<file path="src/rtl/triumph_hazard_ctrl_pkg.sv">
// Shared constants and state codes for the issue/hazard controller.
package triumph_hazard_ctrl_pkg;

  // Default geometry of the register file and the in-flight write window
  localparam int HZ_NREG         = 32;
  localparam int HZ_ADDR_W       = 5;
  localparam int HZ_MAX_INFLIGHT = 4;
  localparam int HZ_CNT_W        = 3;
  localparam int HZ_OP_W         = 7;

  // FSM state type and codes (code 3 is unused and recovers to RUN)
  typedef logic [1:0] hz_state_t;

  localparam hz_state_t HZ_RUN   = 2'd0;
  localparam hz_state_t HZ_STALL = 2'd1;
  localparam hz_state_t HZ_FLUSH = 2'd2;

endpackage

</file>
<file path="src/rtl/triumph_hazard_ctrl_if.sv">
// Decode / issue / writeback bundle of the hazard controller.
// Signal suffixes are from the controller's point of view.
interface triumph_hazard_ctrl_if
  import triumph_hazard_ctrl_pkg::*;
#(
  parameter int ADDR_W = HZ_ADDR_W,
  parameter int CNT_W  = HZ_CNT_W,
  parameter int OP_W   = HZ_OP_W
);

  // decode side
  logic              instr_valid_i;
  logic              instr_ready_o;
  logic [ADDR_W-1:0] rs1_addr_i;
  logic              rs1_used_i;
  logic [ADDR_W-1:0] rs2_addr_i;
  logic              rs2_used_i;
  logic [ADDR_W-1:0] rd_addr_i;
  logic              rd_wen_i;
  logic [OP_W-1:0]   op_type_i;

  // EX side
  logic              issue_valid_o;
  logic              issue_ready_i;
  logic [ADDR_W-1:0] issue_rd_o;
  logic              issue_wen_o;
  logic [OP_W-1:0]   issue_op_o;

  // WB side and control
  logic              wb_valid_i;
  logic [ADDR_W-1:0] wb_addr_i;
  logic              flush_i;

  // status
  logic              stall_o;
  logic [CNT_W-1:0]  inflight_o;
  logic [1:0]        state_o;
  logic              err_o;

  // controller view
  modport slave (
    input  instr_valid_i, rs1_addr_i, rs1_used_i, rs2_addr_i, rs2_used_i,
           rd_addr_i, rd_wen_i, op_type_i, issue_ready_i, wb_valid_i,
           wb_addr_i, flush_i,
    output instr_ready_o, issue_valid_o, issue_rd_o, issue_wen_o, issue_op_o,
           stall_o, inflight_o, state_o, err_o
  );

  // pipeline / environment view
  modport master (
    output instr_valid_i, rs1_addr_i, rs1_used_i, rs2_addr_i, rs2_used_i,
           rd_addr_i, rd_wen_i, op_type_i, issue_ready_i, wb_valid_i,
           wb_addr_i, flush_i,
    input  instr_ready_o, issue_valid_o, issue_rd_o, issue_wen_o, issue_op_o,
           stall_o, inflight_o, state_o, err_o
  );

endinterface

</file>
<file path="src/rtl/triumph_hazard_ctrl_scoreboard.sv">
// Pending-write scoreboard: one bit per architectural register plus a
// count of pending writes. x0 is never tracked.
module triumph_hazard_ctrl_scoreboard
  import triumph_hazard_ctrl_pkg::*;
#(
  parameter int NREG   = HZ_NREG,
  parameter int ADDR_W = HZ_ADDR_W,
  parameter int CNT_W  = HZ_CNT_W
) (
  input  logic              clk_i,
  input  logic              rst_i,
  input  logic              set_i,
  input  logic [ADDR_W-1:0] set_addr_i,
  input  logic              clr_i,
  input  logic [ADDR_W-1:0] clr_addr_i,
  input  logic [ADDR_W-1:0] look_a_i,
  input  logic [ADDR_W-1:0] look_b_i,
  input  logic [ADDR_W-1:0] look_c_i,
  output logic              pend_a_o,
  output logic              pend_b_o,
  output logic              pend_c_o,
  output logic [CNT_W-1:0]  inflight_o,
  output logic              clr_miss_o
);

  logic [NREG-1:0]  sb_q, sb_d;
  logic [CNT_W-1:0] cnt_q, cnt_d;
  logic             set_en_s;
  logic             clr_req_s;
  logic             clr_hit_s;
  logic [NREG-1:0]  set_mask_s;
  logic [NREG-1:0]  clr_mask_s;

  assign set_en_s  = set_i & (set_addr_i != {ADDR_W{1'b0}});
  assign clr_req_s = clr_i & (clr_addr_i != {ADDR_W{1'b0}});
  assign clr_hit_s = clr_req_s & sb_q[clr_addr_i];
  // a writeback for a register with no pending write is reported, not applied
  assign clr_miss_o = clr_req_s & ~sb_q[clr_addr_i];

  assign pend_a_o   = sb_q[look_a_i];
  assign pend_b_o   = sb_q[look_b_i];
  assign pend_c_o   = sb_q[look_c_i];
  assign inflight_o = cnt_q;

  // next pending vector and count from this cycle's set/clear requests
  always_comb begin
    set_mask_s = {NREG{1'b0}};
    clr_mask_s = {NREG{1'b0}};
    if (set_en_s) begin
      set_mask_s = {{(NREG-1){1'b0}}, 1'b1} << set_addr_i;
    end else begin
      set_mask_s = {NREG{1'b0}};
    end
    if (clr_hit_s) begin
      clr_mask_s = {{(NREG-1){1'b0}}, 1'b1} << clr_addr_i;
    end else begin
      clr_mask_s = {NREG{1'b0}};
    end
    sb_d  = (sb_q | set_mask_s) & ~clr_mask_s;
    cnt_d = cnt_q + {{(CNT_W-1){1'b0}}, set_en_s} - {{(CNT_W-1){1'b0}}, clr_hit_s};
  end

  // scoreboard state, discarded immediately on reset
  always_ff @(posedge clk_i or posedge rst_i) begin
    if (rst_i) begin
      sb_q  <= {NREG{1'b0}};
      cnt_q <= {CNT_W{1'b0}};
    end else begin
      sb_q  <= sb_d;
      cnt_q <= cnt_d;
    end
  end

endmodule

</file>
<file path="src/rtl/triumph_hazard_ctrl.sv">
// Issue/hazard controller between decode and EX. Stalls decode on RAW/WAW
// hazards or when the in-flight write window is full, holds one issued
// instruction for EX, and retires pending writes on WB.
module triumph_hazard_ctrl
  import triumph_hazard_ctrl_pkg::*;
#(
  parameter int NREG         = HZ_NREG,
  parameter int ADDR_W       = HZ_ADDR_W,
  parameter int MAX_INFLIGHT = HZ_MAX_INFLIGHT,
  parameter int CNT_W        = HZ_CNT_W,
  parameter int OP_W         = HZ_OP_W
) (
  input logic                  clk_i,
  input logic                  rst_i,
  triumph_hazard_ctrl_if.slave bus
);

  // issue register, FSM and sticky error
  logic              issue_valid_q, issue_valid_d;
  logic [ADDR_W-1:0] issue_rd_q, issue_rd_d;
  logic              issue_wen_q, issue_wen_d;
  logic [OP_W-1:0]   issue_op_q, issue_op_d;
  hz_state_t         state_q, state_d;
  logic              err_q, err_d;

  // scoreboard interface
  logic              sb_pend_rs1_s;
  logic              sb_pend_rs2_s;
  logic              sb_pend_rd_s;
  logic [CNT_W-1:0]  inflight_s;
  logic              wb_miss_s;

  // decode-side evaluation
  logic              iss_wr_s;
  logic              pend_rs1_s;
  logic              pend_rs2_s;
  logic              pend_rd_s;
  logic              hazard_s;
  logic              need_slot_s;
  logic [CNT_W:0]    occupancy_s;
  logic              full_s;
  logic              run_s;
  logic              ready_s;
  logic              accept_s;
  logic              fire_s;
  logic              blocked_s;

  triumph_hazard_ctrl_scoreboard #(
    .NREG   (NREG),
    .ADDR_W (ADDR_W),
    .CNT_W  (CNT_W)
  ) u_sb (
    .clk_i      (clk_i),
    .rst_i      (rst_i),
    .set_i      (fire_s & issue_wen_q),
    .set_addr_i (issue_rd_q),
    .clr_i      (bus.wb_valid_i),
    .clr_addr_i (bus.wb_addr_i),
    .look_a_i   (bus.rs1_addr_i),
    .look_b_i   (bus.rs2_addr_i),
    .look_c_i   (bus.rd_addr_i),
    .pend_a_o   (sb_pend_rs1_s),
    .pend_b_o   (sb_pend_rs2_s),
    .pend_c_o   (sb_pend_rd_s),
    .inflight_o (inflight_s),
    .clr_miss_o (wb_miss_s)
  );

  // the write held in the issue register is already pending for hazard purposes
  assign iss_wr_s   = issue_valid_q & issue_wen_q;
  assign pend_rs1_s = sb_pend_rs1_s | (iss_wr_s & (issue_rd_q == bus.rs1_addr_i));
  assign pend_rs2_s = sb_pend_rs2_s | (iss_wr_s & (issue_rd_q == bus.rs2_addr_i));
  assign pend_rd_s  = sb_pend_rd_s  | (iss_wr_s & (issue_rd_q == bus.rd_addr_i));

  assign hazard_s =
      (bus.rs1_used_i & (bus.rs1_addr_i != {ADDR_W{1'b0}}) & pend_rs1_s) |
      (bus.rs2_used_i & (bus.rs2_addr_i != {ADDR_W{1'b0}}) & pend_rs2_s) |
      (bus.rd_wen_i   & (bus.rd_addr_i  != {ADDR_W{1'b0}}) & pend_rd_s);

  // only an instruction that really writes a register needs a window slot
  assign need_slot_s = bus.rd_wen_i & (bus.rd_addr_i != {ADDR_W{1'b0}});
  assign occupancy_s = {1'b0, inflight_s} + {{CNT_W{1'b0}}, iss_wr_s};
  assign full_s      = need_slot_s & (occupancy_s >= (CNT_W+1)'(MAX_INFLIGHT));

  // STALL is an observation of a held decode, so it may still accept
  assign run_s     = (state_q == HZ_RUN) | (state_q == HZ_STALL);
  assign ready_s   = run_s & ~bus.flush_i & ~hazard_s & ~full_s &
                     (~issue_valid_q | bus.issue_ready_i);
  assign accept_s  = bus.instr_valid_i & ready_s;
  // a flush kills the held instruction even if EX takes it this cycle
  assign fire_s    = issue_valid_q & bus.issue_ready_i & ~bus.flush_i;
  assign blocked_s = bus.instr_valid_i & ~ready_s;

  // issue register next state: flush kills, accept loads, handshake empties
  always_comb begin
    issue_valid_d = issue_valid_q;
    issue_rd_d    = issue_rd_q;
    issue_wen_d   = issue_wen_q;
    issue_op_d    = issue_op_q;
    if (bus.flush_i) begin
      issue_valid_d = 1'b0;
    end else if (accept_s) begin
      issue_valid_d = 1'b1;
      issue_rd_d    = bus.rd_addr_i;
      issue_wen_d   = need_slot_s;
      issue_op_d    = bus.op_type_i;
    end else if (fire_s) begin
      issue_valid_d = 1'b0;
    end else begin
      issue_valid_d = issue_valid_q;
    end
  end

  // FSM next state; FLUSH holds until every issued write has drained
  always_comb begin
    state_d = state_q;
    if (bus.flush_i) begin
      state_d = HZ_FLUSH;
    end else begin
      case (state_q)
        HZ_RUN, HZ_STALL: state_d = blocked_s ? HZ_STALL : HZ_RUN;
        HZ_FLUSH:         state_d = (inflight_s == {CNT_W{1'b0}}) ? HZ_RUN : HZ_FLUSH;
        default:          state_d = HZ_RUN;
      endcase
    end
  end

  assign err_d = err_q | wb_miss_s;

  // registered state of the controller
  always_ff @(posedge clk_i or posedge rst_i) begin
    if (rst_i) begin
      issue_valid_q <= 1'b0;
      issue_rd_q    <= {ADDR_W{1'b0}};
      issue_wen_q   <= 1'b0;
      issue_op_q    <= {OP_W{1'b0}};
      state_q       <= HZ_RUN;
      err_q         <= 1'b0;
    end else begin
      issue_valid_q <= issue_valid_d;
      issue_rd_q    <= issue_rd_d;
      issue_wen_q   <= issue_wen_d;
      issue_op_q    <= issue_op_d;
      state_q       <= state_d;
      err_q         <= err_d;
    end
  end

  assign bus.instr_ready_o = ready_s;
  assign bus.stall_o       = blocked_s;
  assign bus.issue_valid_o = issue_valid_q;
  assign bus.issue_rd_o    = issue_rd_q;
  assign bus.issue_wen_o   = issue_wen_q;
  assign bus.issue_op_o    = issue_op_q;
  assign bus.inflight_o    = inflight_s;
  assign bus.state_o       = state_q;
  assign bus.err_o         = err_q;

endmodule

</file>
<file path="src/flat_wrapper.sv">
// flat-port wrapper written by rule: the top's interface ports become plain ports
module triumph_hazard_ctrl_flat import triumph_hazard_ctrl_pkg::*;
#(
  parameter int NREG         = HZ_NREG,
  parameter int ADDR_W       = HZ_ADDR_W,
  parameter int MAX_INFLIGHT = HZ_MAX_INFLIGHT,
  parameter int CNT_W        = HZ_CNT_W,
  parameter int OP_W         = HZ_OP_W
)
  (clk_i, rst_i, bus_instr_valid_i, bus_rs1_addr_i, bus_rs1_used_i, bus_rs2_addr_i, bus_rs2_used_i, bus_rd_addr_i, bus_rd_wen_i, bus_op_type_i, bus_issue_ready_i, bus_wb_valid_i, bus_wb_addr_i, bus_flush_i, bus_instr_ready_o, bus_issue_valid_o, bus_issue_rd_o, bus_issue_wen_o, bus_issue_op_o, bus_stall_o, bus_inflight_o, bus_state_o, bus_err_o);
  triumph_hazard_ctrl_if #(.ADDR_W(ADDR_W), .CNT_W(CNT_W), .OP_W(OP_W)) bus_i ();
  input logic clk_i;
  input logic rst_i;
  input wire logic [$bits(bus_i.instr_valid_i)-1:0] bus_instr_valid_i;
  input wire logic [$bits(bus_i.rs1_addr_i)-1:0] bus_rs1_addr_i;
  input wire logic [$bits(bus_i.rs1_used_i)-1:0] bus_rs1_used_i;
  input wire logic [$bits(bus_i.rs2_addr_i)-1:0] bus_rs2_addr_i;
  input wire logic [$bits(bus_i.rs2_used_i)-1:0] bus_rs2_used_i;
  input wire logic [$bits(bus_i.rd_addr_i)-1:0] bus_rd_addr_i;
  input wire logic [$bits(bus_i.rd_wen_i)-1:0] bus_rd_wen_i;
  input wire logic [$bits(bus_i.op_type_i)-1:0] bus_op_type_i;
  input wire logic [$bits(bus_i.issue_ready_i)-1:0] bus_issue_ready_i;
  input wire logic [$bits(bus_i.wb_valid_i)-1:0] bus_wb_valid_i;
  input wire logic [$bits(bus_i.wb_addr_i)-1:0] bus_wb_addr_i;
  input wire logic [$bits(bus_i.flush_i)-1:0] bus_flush_i;
  output wire logic [$bits(bus_i.instr_ready_o)-1:0] bus_instr_ready_o;
  output wire logic [$bits(bus_i.issue_valid_o)-1:0] bus_issue_valid_o;
  output wire logic [$bits(bus_i.issue_rd_o)-1:0] bus_issue_rd_o;
  output wire logic [$bits(bus_i.issue_wen_o)-1:0] bus_issue_wen_o;
  output wire logic [$bits(bus_i.issue_op_o)-1:0] bus_issue_op_o;
  output wire logic [$bits(bus_i.stall_o)-1:0] bus_stall_o;
  output wire logic [$bits(bus_i.inflight_o)-1:0] bus_inflight_o;
  output wire logic [$bits(bus_i.state_o)-1:0] bus_state_o;
  output wire logic [$bits(bus_i.err_o)-1:0] bus_err_o;
  assign bus_i.instr_valid_i = bus_instr_valid_i;
  assign bus_i.rs1_addr_i = bus_rs1_addr_i;
  assign bus_i.rs1_used_i = bus_rs1_used_i;
  assign bus_i.rs2_addr_i = bus_rs2_addr_i;
  assign bus_i.rs2_used_i = bus_rs2_used_i;
  assign bus_i.rd_addr_i = bus_rd_addr_i;
  assign bus_i.rd_wen_i = bus_rd_wen_i;
  assign bus_i.op_type_i = bus_op_type_i;
  assign bus_i.issue_ready_i = bus_issue_ready_i;
  assign bus_i.wb_valid_i = bus_wb_valid_i;
  assign bus_i.wb_addr_i = bus_wb_addr_i;
  assign bus_i.flush_i = bus_flush_i;
  assign bus_instr_ready_o = bus_i.instr_ready_o;
  assign bus_issue_valid_o = bus_i.issue_valid_o;
  assign bus_issue_rd_o = bus_i.issue_rd_o;
  assign bus_issue_wen_o = bus_i.issue_wen_o;
  assign bus_issue_op_o = bus_i.issue_op_o;
  assign bus_stall_o = bus_i.stall_o;
  assign bus_inflight_o = bus_i.inflight_o;
  assign bus_state_o = bus_i.state_o;
  assign bus_err_o = bus_i.err_o;
  triumph_hazard_ctrl #(.NREG(NREG), .ADDR_W(ADDR_W), .MAX_INFLIGHT(MAX_INFLIGHT), .CNT_W(CNT_W), .OP_W(OP_W)) u_core (.clk_i(clk_i), .rst_i(rst_i), .bus(bus_i));
endmodule
</file>
<file path="config.mk">
export PLATFORM = sky130hd
export DESIGN_NAME = triumph_hazard_ctrl_flat
export DESIGN_NICKNAME = d
export VERILOG_FILES = /design/src/rtl/triumph_hazard_ctrl_pkg.sv /design/src/rtl/triumph_hazard_ctrl_if.sv /design/src/rtl/triumph_hazard_ctrl_scoreboard.sv /design/src/rtl/triumph_hazard_ctrl.sv /design/src/flat_wrapper.sv
export SDC_FILE = /design/constraint.sdc
export NUM_CORES = 1
export LEC_CHECK = 0
export ABC_AREA = 1
export ABC_CLOCK_PERIOD_IN_PS = 9800
export CELL_PAD_IN_SITES_DETAIL_PLACEMENT = 2
export CELL_PAD_IN_SITES_GLOBAL_PLACEMENT = 2
export CORE_AREA = 4 4 119 121
export DETAILED_ROUTE_END_ITERATION = 10
export DIE_AREA = 0 0 123 125
export PLACE_DENSITY_LB_ADDON = 0.08
export SYNTH_ARGS = -nofsm -noshare
export SYNTH_HDL_FRONTEND = slang
export SYNTH_SLANG_ARGS = --single-unit
</file>
<file path="constraint.sdc">
create_clock -name clk_i -period 9.8 [get_ports clk_i]
set_clock_uncertainty 0.15 [all_clocks]
set_input_delay 2.94 -clock clk_i [delete_from_list [all_inputs] [get_ports clk_i]]
set_output_delay 2.94 -clock clk_i [all_outputs]
set_load 0.1 [all_outputs]
</file>
# After elaboration in Yosys (flattened, before gate mapping)
# Index checks and enable logic that the tools add are counted.
dict set report op_classes {
  n_mux 17
  add_sub_neg 3
  n_eq_ne 5
  order_cmp 5
  reduce_logical 10
  n_shift 2
  n_div 0
  multipliers 0
  bitwise_logic 41
}
# cell n
set op_table {}
lappend op_table {{$mux W32} 2}
lappend op_table {{$shl A1 B5 Y32 const A} 2}
lappend op_table {{$and A32 B32 Y32} 1}
lappend op_table {{$not A32 Y32} 1}
lappend op_table {{$or A32 B32 Y32} 1}
lappend op_table {{$reduce_bool A5 Y1} 5}
lappend op_table {{$and A1 B1 Y1} 24}
lappend op_table {{$lt A5 B6 Y1 const B} 4}
lappend op_table {{$bmux W1 S5} 4}
lappend op_table {{$eq A5 B5 Y1} 3}
lappend op_table {{$mux W1} 8}
lappend op_table {{$or A1 B1 Y1} 8}
lappend op_table {{$not A1 Y1} 6}
lappend op_table {{$add A3 B1 Y4} 1}
lappend op_table {{$ge A4 B3 Y1 const B} 1}
lappend op_table {{$mux W2} 2}
lappend op_table {{$pmux W2 S2} 1}
lappend op_table {{$add A3 B1 Y3} 1}
lappend op_table {{$logic_not A3 Y1} 1}
lappend op_table {{$reduce_bool A3 Y1} 1}
lappend op_table {{$sub A3 B1 Y3} 1}
lappend op_table {{$eq A2 B1 Y1 const B} 1}
lappend op_table {{$eq A2 B2 Y1 const B} 1}
lappend op_table {{$logic_not A2 Y1} 1}
lappend op_table {{2 further kinds} 2}
dict set report word_totals {
  regBits 52
  elab_cells 91
  latch_bits 0
  inputBits 36
  n_memories 0
  output_inout_bits 22
  mem_bits_ro 0
  ram_bits 0
}

# Logic depth before layout (Yosys ltp)
dict set report logic_depth {
  word_depth 15
  depth_mapped 17
  ltp_nobuf 14
}

# Hierarchy
# A second synthesis with hierarchy kept.
dict set report unflattened {
  hier_cells 685
  hier_area_um2 4270.3
}
# mod cells_each n_inst area_each_um2 seq_area_each_um2
set by_module_without_submodules {}
lappend by_module_without_submodules {triumph_hazard_ctrl_scoreboard 507 1 3159.3 875.8}
lappend by_module_without_submodules {triumph_hazard_ctrl 178 1 1111.1 425.4}

# Worst setup path after synthesis
# OpenSTA, ideal clock, no wires.
dict set report synth_timing {
  path_type {input to output}
  startpoint {in bus_rs1_addr_i[0]}
  endpoint {out bus_stall_o}
  stages 11
  slack_ns 1.284
  t_required_ns 6.710
  path_buffers 3
  t_arrival_ns 5.426
  path_cell_list {buf_4 -> buf_2 -> xor2_1 -> a211oi_1 -> nand3_1 -> nand3_1 -> nand2_1 -> nand2_1 -> nor2_4 -> buf_6 -> nor2_1}
}
dict set report synth_via {
  elab_chain_cells 12
  elab_cells_between_ends 16
  cone_classes {eq/ne (1); mux (2); bitwise (12); reduce/logical (1)}
}
# element line_no
set synth_lines {}
lappend synth_lines {{start: declaration} flat_wrapper.sv:15} ;# input wire logic [$bits(bus_i.rs1_addr_i)-1:0] bus_rs1_addr_i;
lappend synth_lines {{$bmux W1 S5 or $eq A5 B5 Y1 (tied branches)} {triumph_hazard_ctrl_scoreboard.sv:40, triumph_hazard_ctrl.sv:71}}
lappend synth_lines {{$mux W1 (not written as such) or $and A1 B1 Y1 (tied branches)} {triumph_hazard_ctrl_scoreboard.sv:40, triumph_hazard_ctrl.sv:71}}
lappend synth_lines {{$or A1 B1 Y1} triumph_hazard_ctrl.sv:71} ;# assign pend_rs1_s = sb_pend_rs1_s | (iss_wr_s & (issue_rd_q == bus.rs1_addr_i));
lappend synth_lines {{$and A1 B1 Y1 *} triumph_hazard_ctrl.sv:76} ;# (bus.rs1_used_i & (bus.rs1_addr_i != {ADDR_W{1'b0}}) & pend_rs1_s) |
lappend synth_lines {{$or A1 B1 Y1 *} triumph_hazard_ctrl.sv:76}
lappend synth_lines {{$or A1 B1 Y1 *} triumph_hazard_ctrl.sv:77} ;# (bus.rs2_used_i & (bus.rs2_addr_i != {ADDR_W{1'b0}}) & pend_rs2_s) |
lappend synth_lines {{$not A1 Y1 *} triumph_hazard_ctrl.sv:87} ;# assign ready_s = run_s & ~bus.flush_i & ~hazard_s & ~full_s &
lappend synth_lines {{$and A1 B1 Y1 * (3 in series)} triumph_hazard_ctrl.sv:87}
lappend synth_lines {{via bus_instr_ready_o} flat_wrapper.sv:26} ;# output wire logic [$bits(bus_i.instr_ready_o)-1:0] bus_instr_ready_o;
lappend synth_lines {{$not A1 Y1 *} triumph_hazard_ctrl.sv:92} ;# assign blocked_s = bus.instr_valid_i & ~ready_s;
lappend synth_lines {{$and A1 B1 Y1 *} triumph_hazard_ctrl.sv:92}
lappend synth_lines {{end: declaration} flat_wrapper.sv:31} ;# output wire logic [$bits(bus_i.stall_o)-1:0] bus_stall_o;
# Mark *: on every way through the listed nets, which the timed path passes. The rest lies on a longest branch. The select of a mux whose other input is x is not followed.

# Final worst setup path
dict set report layout_timing {
  startpoint {in bus_rd_addr_i[0]}
  endpoint {out bus_stall_o}
}
dict set report layout_via {
  elab_chain_cells 11
  elab_cells_between_ends 17
  cone_classes {eq/ne (1); mux (2); bitwise (13); reduce/logical (1)}
}
# element line_no
set layout_lines {}
lappend layout_lines {{start: declaration} flat_wrapper.sv:19} ;# input wire logic [$bits(bus_i.rd_addr_i)-1:0] bus_rd_addr_i;
lappend layout_lines {{$bmux W1 S5 or $eq A5 B5 Y1 (tied branches)} {triumph_hazard_ctrl_scoreboard.sv:42, triumph_hazard_ctrl.sv:73}}
lappend layout_lines {{$mux W1 (not written as such) or $and A1 B1 Y1 (tied branches)} {triumph_hazard_ctrl_scoreboard.sv:42, triumph_hazard_ctrl.sv:73}}
lappend layout_lines {{$or A1 B1 Y1} triumph_hazard_ctrl.sv:73} ;# assign pend_rd_s = sb_pend_rd_s | (iss_wr_s & (issue_rd_q == bus.rd_addr_i));
lappend layout_lines {{$and A1 B1 Y1} triumph_hazard_ctrl.sv:78} ;# (bus.rd_wen_i & (bus.rd_addr_i != {ADDR_W{1'b0}}) & pend_rd_s);
lappend layout_lines {{$or A1 B1 Y1} triumph_hazard_ctrl.sv:77}
lappend layout_lines {{$not A1 Y1} triumph_hazard_ctrl.sv:87}
lappend layout_lines {{$and A1 B1 Y1} triumph_hazard_ctrl.sv:87}
lappend layout_lines {{$and A1 B1 Y1 * (2 in series)} triumph_hazard_ctrl.sv:87}
lappend layout_lines {{$not A1 Y1 *} triumph_hazard_ctrl.sv:92}
lappend layout_lines {{$and A1 B1 Y1 *} triumph_hazard_ctrl.sv:92}
# Every way passes the cells marked *; elsewhere a longest branch is shown, timed or not. The select of a mux whose other input is x is not followed.

==> reports/metrics.sh <==
STATUS='finished clean'
WORST_PATH_DOMINANT_CELL_FAMILY='buffers and inverters'
AREA_OF_THE_CORE_REGION_UM2=13090
SYN_AVG_CELL_AREA_UM2=6.690
WORSTHOLDENDPOINT='u_core.u_sb.sb_q[0]'
TIMING.MAX_SLEW.REL_SLACK_PCT=22.52
CLOCK_INSERTION_DELAY_WORST_SKEW_NS=0.30
CLK_TRANSITION_REPORTED_PATHS_NS=0.07
COMBINATIONALPOWERSHARE_PCT=52.3
WORST_PATH_MOST_REPEATED_CELL='sky130_fd_sc_hd__nand2_1'
POWER_DENSITY_nW_PER_UM2=216.9
POST_ROUTE_CELLS_DRIVE_ABOVE_1_SHARE_PCT=5.287
WORST_R2R_PATH_DEPTH=8
CRIT-REG2REG-CAPTURE='u_core.u_sb.inflight_o[2]'
STARTING_UTILIZATION_OF_THE_CORE_AREA_PCT=32.57
CP.ARRIVAL_NS=5.89
CTS_MAX_PATH_BUFFERS=2
POSTSYNTHREGISTERBITS=52
POSTSYNTHCELLCOUNT=637
WORST_PATH_MAX_DELAY_CELL='sky130_fd_sc_hd__clkdlybuf4s50_1'
CRITPATHKIND='in -> out'
SWSHARE_PCT=53.90
CTSHOLDBUFFERS=0
CTS.HTREE.LEVELS=2
WORST_EP_REQUIRED_TIME_NS=6.71
TIMING_MAX_TRANSITION_VIOLATIONS_FINAL=0
DETAILEDPLACE.WORSTSLACK_NS=0.8098
POWER_FRAC_SEQ_PCT=29.1
CRITPATHLAUNCHTYPE='input pin'
POST_CTS_RESIZE_COUNT=0
POST-ROUTE-PERIOD-UTIL_PCT=91.64
IO-PIN-COUNT=58
GRT_START_MAX_NET_PINS=53
FIRSTDRTPASSITERS=5
FLOORPLAN.DIE.HEIGHT_UM=125
DRT_FIRST_ITER_VIOLATIONS=256
DIE_WIDTH_UM=123
SORT_OF_ELEMENT_AT_THE_END_OF_THE_CRITICAL_PATH='output pin'
PEAKVDDDROP_mV=0.1942
DRCVIOLATIONCOUNT=0
FINALSETUPTNS_NS=0
POWER_SHARE_OF_THE_CLOCK_GROUP_PCT=18.7
SYNTH_TOP_CELL_AREA_SHARE_PCT=30.53
CLOCK.FMAX_MHz=111.4
CRITPATHBUFINV=3
TIGHTEST_SLEW_NS=1.158
CTS_TREE='done'
DOMINANTREGCELLSYNTH='sky130_fd_sc_hd__dfrtp_1'
SYNTH_ASYNC_SR_FLOP_SHARE_PCT=100.0
NUMBER_OF_GLOBAL_ROUTE_VIAS_BEFORE_REPAIR=5233
GLOBAL_ROUTE.OVERFLOW_TOTAL=0
CTS.SINKS=52
ROW_COUNT=42
ROUTE.ANTENNA.REMAINING_NETS=0
YS.WARNINGS.COUNT=0
SYNTHDISTINCTLIBCELLS=35
STATIC-LEAKAGE-POWER_uW=0.002268
FINAL_GP_CONGESTION=0.8943
WORST_R2R_STARTPOINT='u_core.bus.issue_rd_o[3]'
MIN_DELAY_WORST_TYPE='reg -> reg'
P_INT_uW=496.7
CRIT_START='bus_rd_addr_i[0]'
DIEAREA_UM2=15380
TIMING.CRITICAL_PATH.FANOUT_MAX=20
ANTENNA_FOUND_INITIAL=0
REPORT.FINAL.HOLD_VIOL_COUNT=0
SYNTH_TOP_AREA_CELL='sky130_fd_sc_hd__dfrtp_1'
VIAS_POST_DR=4736
MIN_DELAY_PATH_DEPTH=0
MOSTFREQUENTLAYOUTCELL='sky130_fd_sc_hd__nand2_1'
GLOBAL_ROUTE.USAGE.TOTAL_PCT=25.42
CTS_INSERTED_BUFFERS=5
POST-ROUTE-WORST-SETUP-SLACK_NS=0.8195
P_SW_uW=580.6
ROUTED_VIA_DENSITY=5.652
CTS.ROOT.BUFFER_CELL='sky130_fd_sc_hd__clkbuf_16'
AREA_DELTA_SYNTH_FINAL_PCT=16.56
LIST_OF_CELLS_TRAVERSED_BY_THE_CRITICAL_PATH='clkdlybuf4s50_1 -> clkinv_1 -> nand2_1 -> nand3_1 -> nand3_1 -> nand3_1 -> nand3_1 -> nand2_1 -> nand2_1 -> nand2_1 -> nand2_1 -> nor2_4 -> nor2_1 -> buf_4'
YOSYSSEQAREASHARE_PCT=30.53
SYNTH_ENABLE_FLOP_CELLS=0
PORT_BUFFERS=57
SETUP_VIOL_COUNT_FINAL=0
UNREPAIRED_SETUP_ENDPOINTS_AFTER_GLOBAL_ROUTING='false'
HOLD_START='u_core.u_sb.sb_q[0]'
FINALCRITICALPERIOD_NS=8.981
CTS_SETUP_BUFFERS=0
FF2FF_SETUP_SLACK_NS=6.49
DETAIL_ROUTE.WL_PER_CELL_UM=23.03
LAYOUT.NETS=703
GRT_PASS1_WL_UM=30240
POSTROUTEWIRELENGTH_UM=19300
CRITPATHMAXSTAGEDELAY_NS=0.91
MOSTFREQUENTLAYOUTCELLS='152 x sky130_fd_sc_hd__nand2_1, 112 x sky130_fd_sc_hd__nand3_1, 73 x sky130_fd_sc_hd__inv_1'
YOSYS-TOP-CELLS-AREA='sky130_fd_sc_hd__dfrtp_1 31%, sky130_fd_sc_hd__nand2_1 13%, sky130_fd_sc_hd__nand3_1 13%'
SYNTH.CELL_AREA_UM2=4262
DETAILEDPLACEMENTHPWL_UM=13740
SYN-NUM-NETS=677
NUM_ANTENNA_CELLS=0
MAXCAPVIOLATIONS=0
## how the worst max path moves through the flow
stage / endpoint / slack (ns) / cells past startpoint
after floorplan: bus_stall_o / 1.28 / 11
after global placement: bus_stall_o / 0.99 / 14
after detailed placement: bus_stall_o / 0.81 / 14
after CTS: bus_stall_o / 0.79 / 14
after global routing: bus_stall_o / 0.49 / 14
final: bus_stall_o / 0.82 / 14
## worst reg2reg max path, stage by stage, from the launching register on
cell	delay (ns)
sky130_fd_sc_hd__dfrtp_1	0.81
sky130_fd_sc_hd__clkinv_1	0.62
sky130_fd_sc_hd__nand3_1	0.38
sky130_fd_sc_hd__o21ai_0	0.18
sky130_fd_sc_hd__ha_1	0.33
sky130_fd_sc_hd__inv_1	0.04
sky130_fd_sc_hd__ha_1	0.18
sky130_fd_sc_hd__fa_1	0.37
sky130_fd_sc_hd__xnor2_1	0.13
## sequential cells by signal, indices dropped and copies added, names as in the netlist
name	count
u_core.bus.issue_valid_o	1
u_core.bus.issue_op_o	7
u_core.u_sb.sb_q	32
u_core.u_sb.inflight_o	3
u_core.bus.issue_rd_o	5
u_core.bus.err_o	1
u_core.bus.state_o	2
u_core.bus.issue_wen_o	1
## cell usage after synthesis, types with 4 or more instances
library cell and n:
sky130_fd_sc_hd__a21oi_1 44, sky130_fd_sc_hd__clkinv_1 6, sky130_fd_sc_hd__clkbuf_1 17, sky130_fd_sc_hd__buf_4 7
sky130_fd_sc_hd__o22ai_1 15, sky130_fd_sc_hd__nand2_1 152, sky130_fd_sc_hd__inv_1 74, sky130_fd_sc_hd__o31ai_1 4
sky130_fd_sc_hd__o211ai_1 6, sky130_fd_sc_hd__nor4_1 28, sky130_fd_sc_hd__nand3_1 112, sky130_fd_sc_hd__o21ai_0 12
sky130_fd_sc_hd__buf_2 10, sky130_fd_sc_hd__nor2_1 33, sky130_fd_sc_hd__nor3_1 5, sky130_fd_sc_hd__a31oi_1 12
sky130_fd_sc_hd__a21oi_4 10, sky130_fd_sc_hd__buf_6 7, sky130_fd_sc_hd__dfrtp_1 52
## routing by layer
metal / share of wire [%] / global-route usage (%) / up-vias / wire length [µm]
met5: 0 / 0 / - / 0
met4: 2.8 / 8.664 / 0 / 537
met3: 4.1 / 3.117 / 29 / 798
met2: 47 / 42.01 / 122 / 9144
met1: 46 / 34.23 / 2389 / 8817
li1: - / - / 2196 / -
## power by group through the flow
stage               logic [µW]  clock network (µW)  registers (µW)
floorplan                  193                   0             517
global placement           552                   0             316
detailed placement         562                   0             317
CTS                        566                 205             314
global route               598                 214             322
finish                     563                 201             313
## kinds of logic after synthesis
logic type | count (synthesis) | share of synthesized area, %
and+or+nand+nor | 341 | 36.14
buffers and inverters | 125 | 13.54
DFF | 52 | 30.53
AOI/OAI and AO/OA | 111 | 17.62
xor gates and xnor gates | 4 | 0.8222
adders and majority gates | 4 | 1.351
## metrics by stage
stage	hold WS (ns)	std cells	total power [µW]	util (%)	cell area [µm²]
floorplan	0.3007	637	709.7	-	4262
global placement	0.2489	832	868.1	36.78	4812
detailed placement	0.2473	832	879.3	36.78	4812
CTS	0.2628	838	1084	37.96	4967
global route	0.2845	838	1134	37.96	4967
finish	0.2604	838	1077	37.96	4967
## area by class of cell
| type | count | area (µm²) |
|---|---|---|
| Sequential cell | 52 | 1301 |
| Multi-Input combinational cell | 460 | 2384 |
| Timing Repair Buffer | 61 | 595.6 |
| Clock buffer | 5 | 125.1 |
| Inverter | 83 | 311.5 |
| Fill cell | 1595 | 8118 |
| Clock inverter | 1 | 30.03 |
| Tap cell | 176 | 220.2 |
No activity file was read; power rests on OpenSTA's default activity.
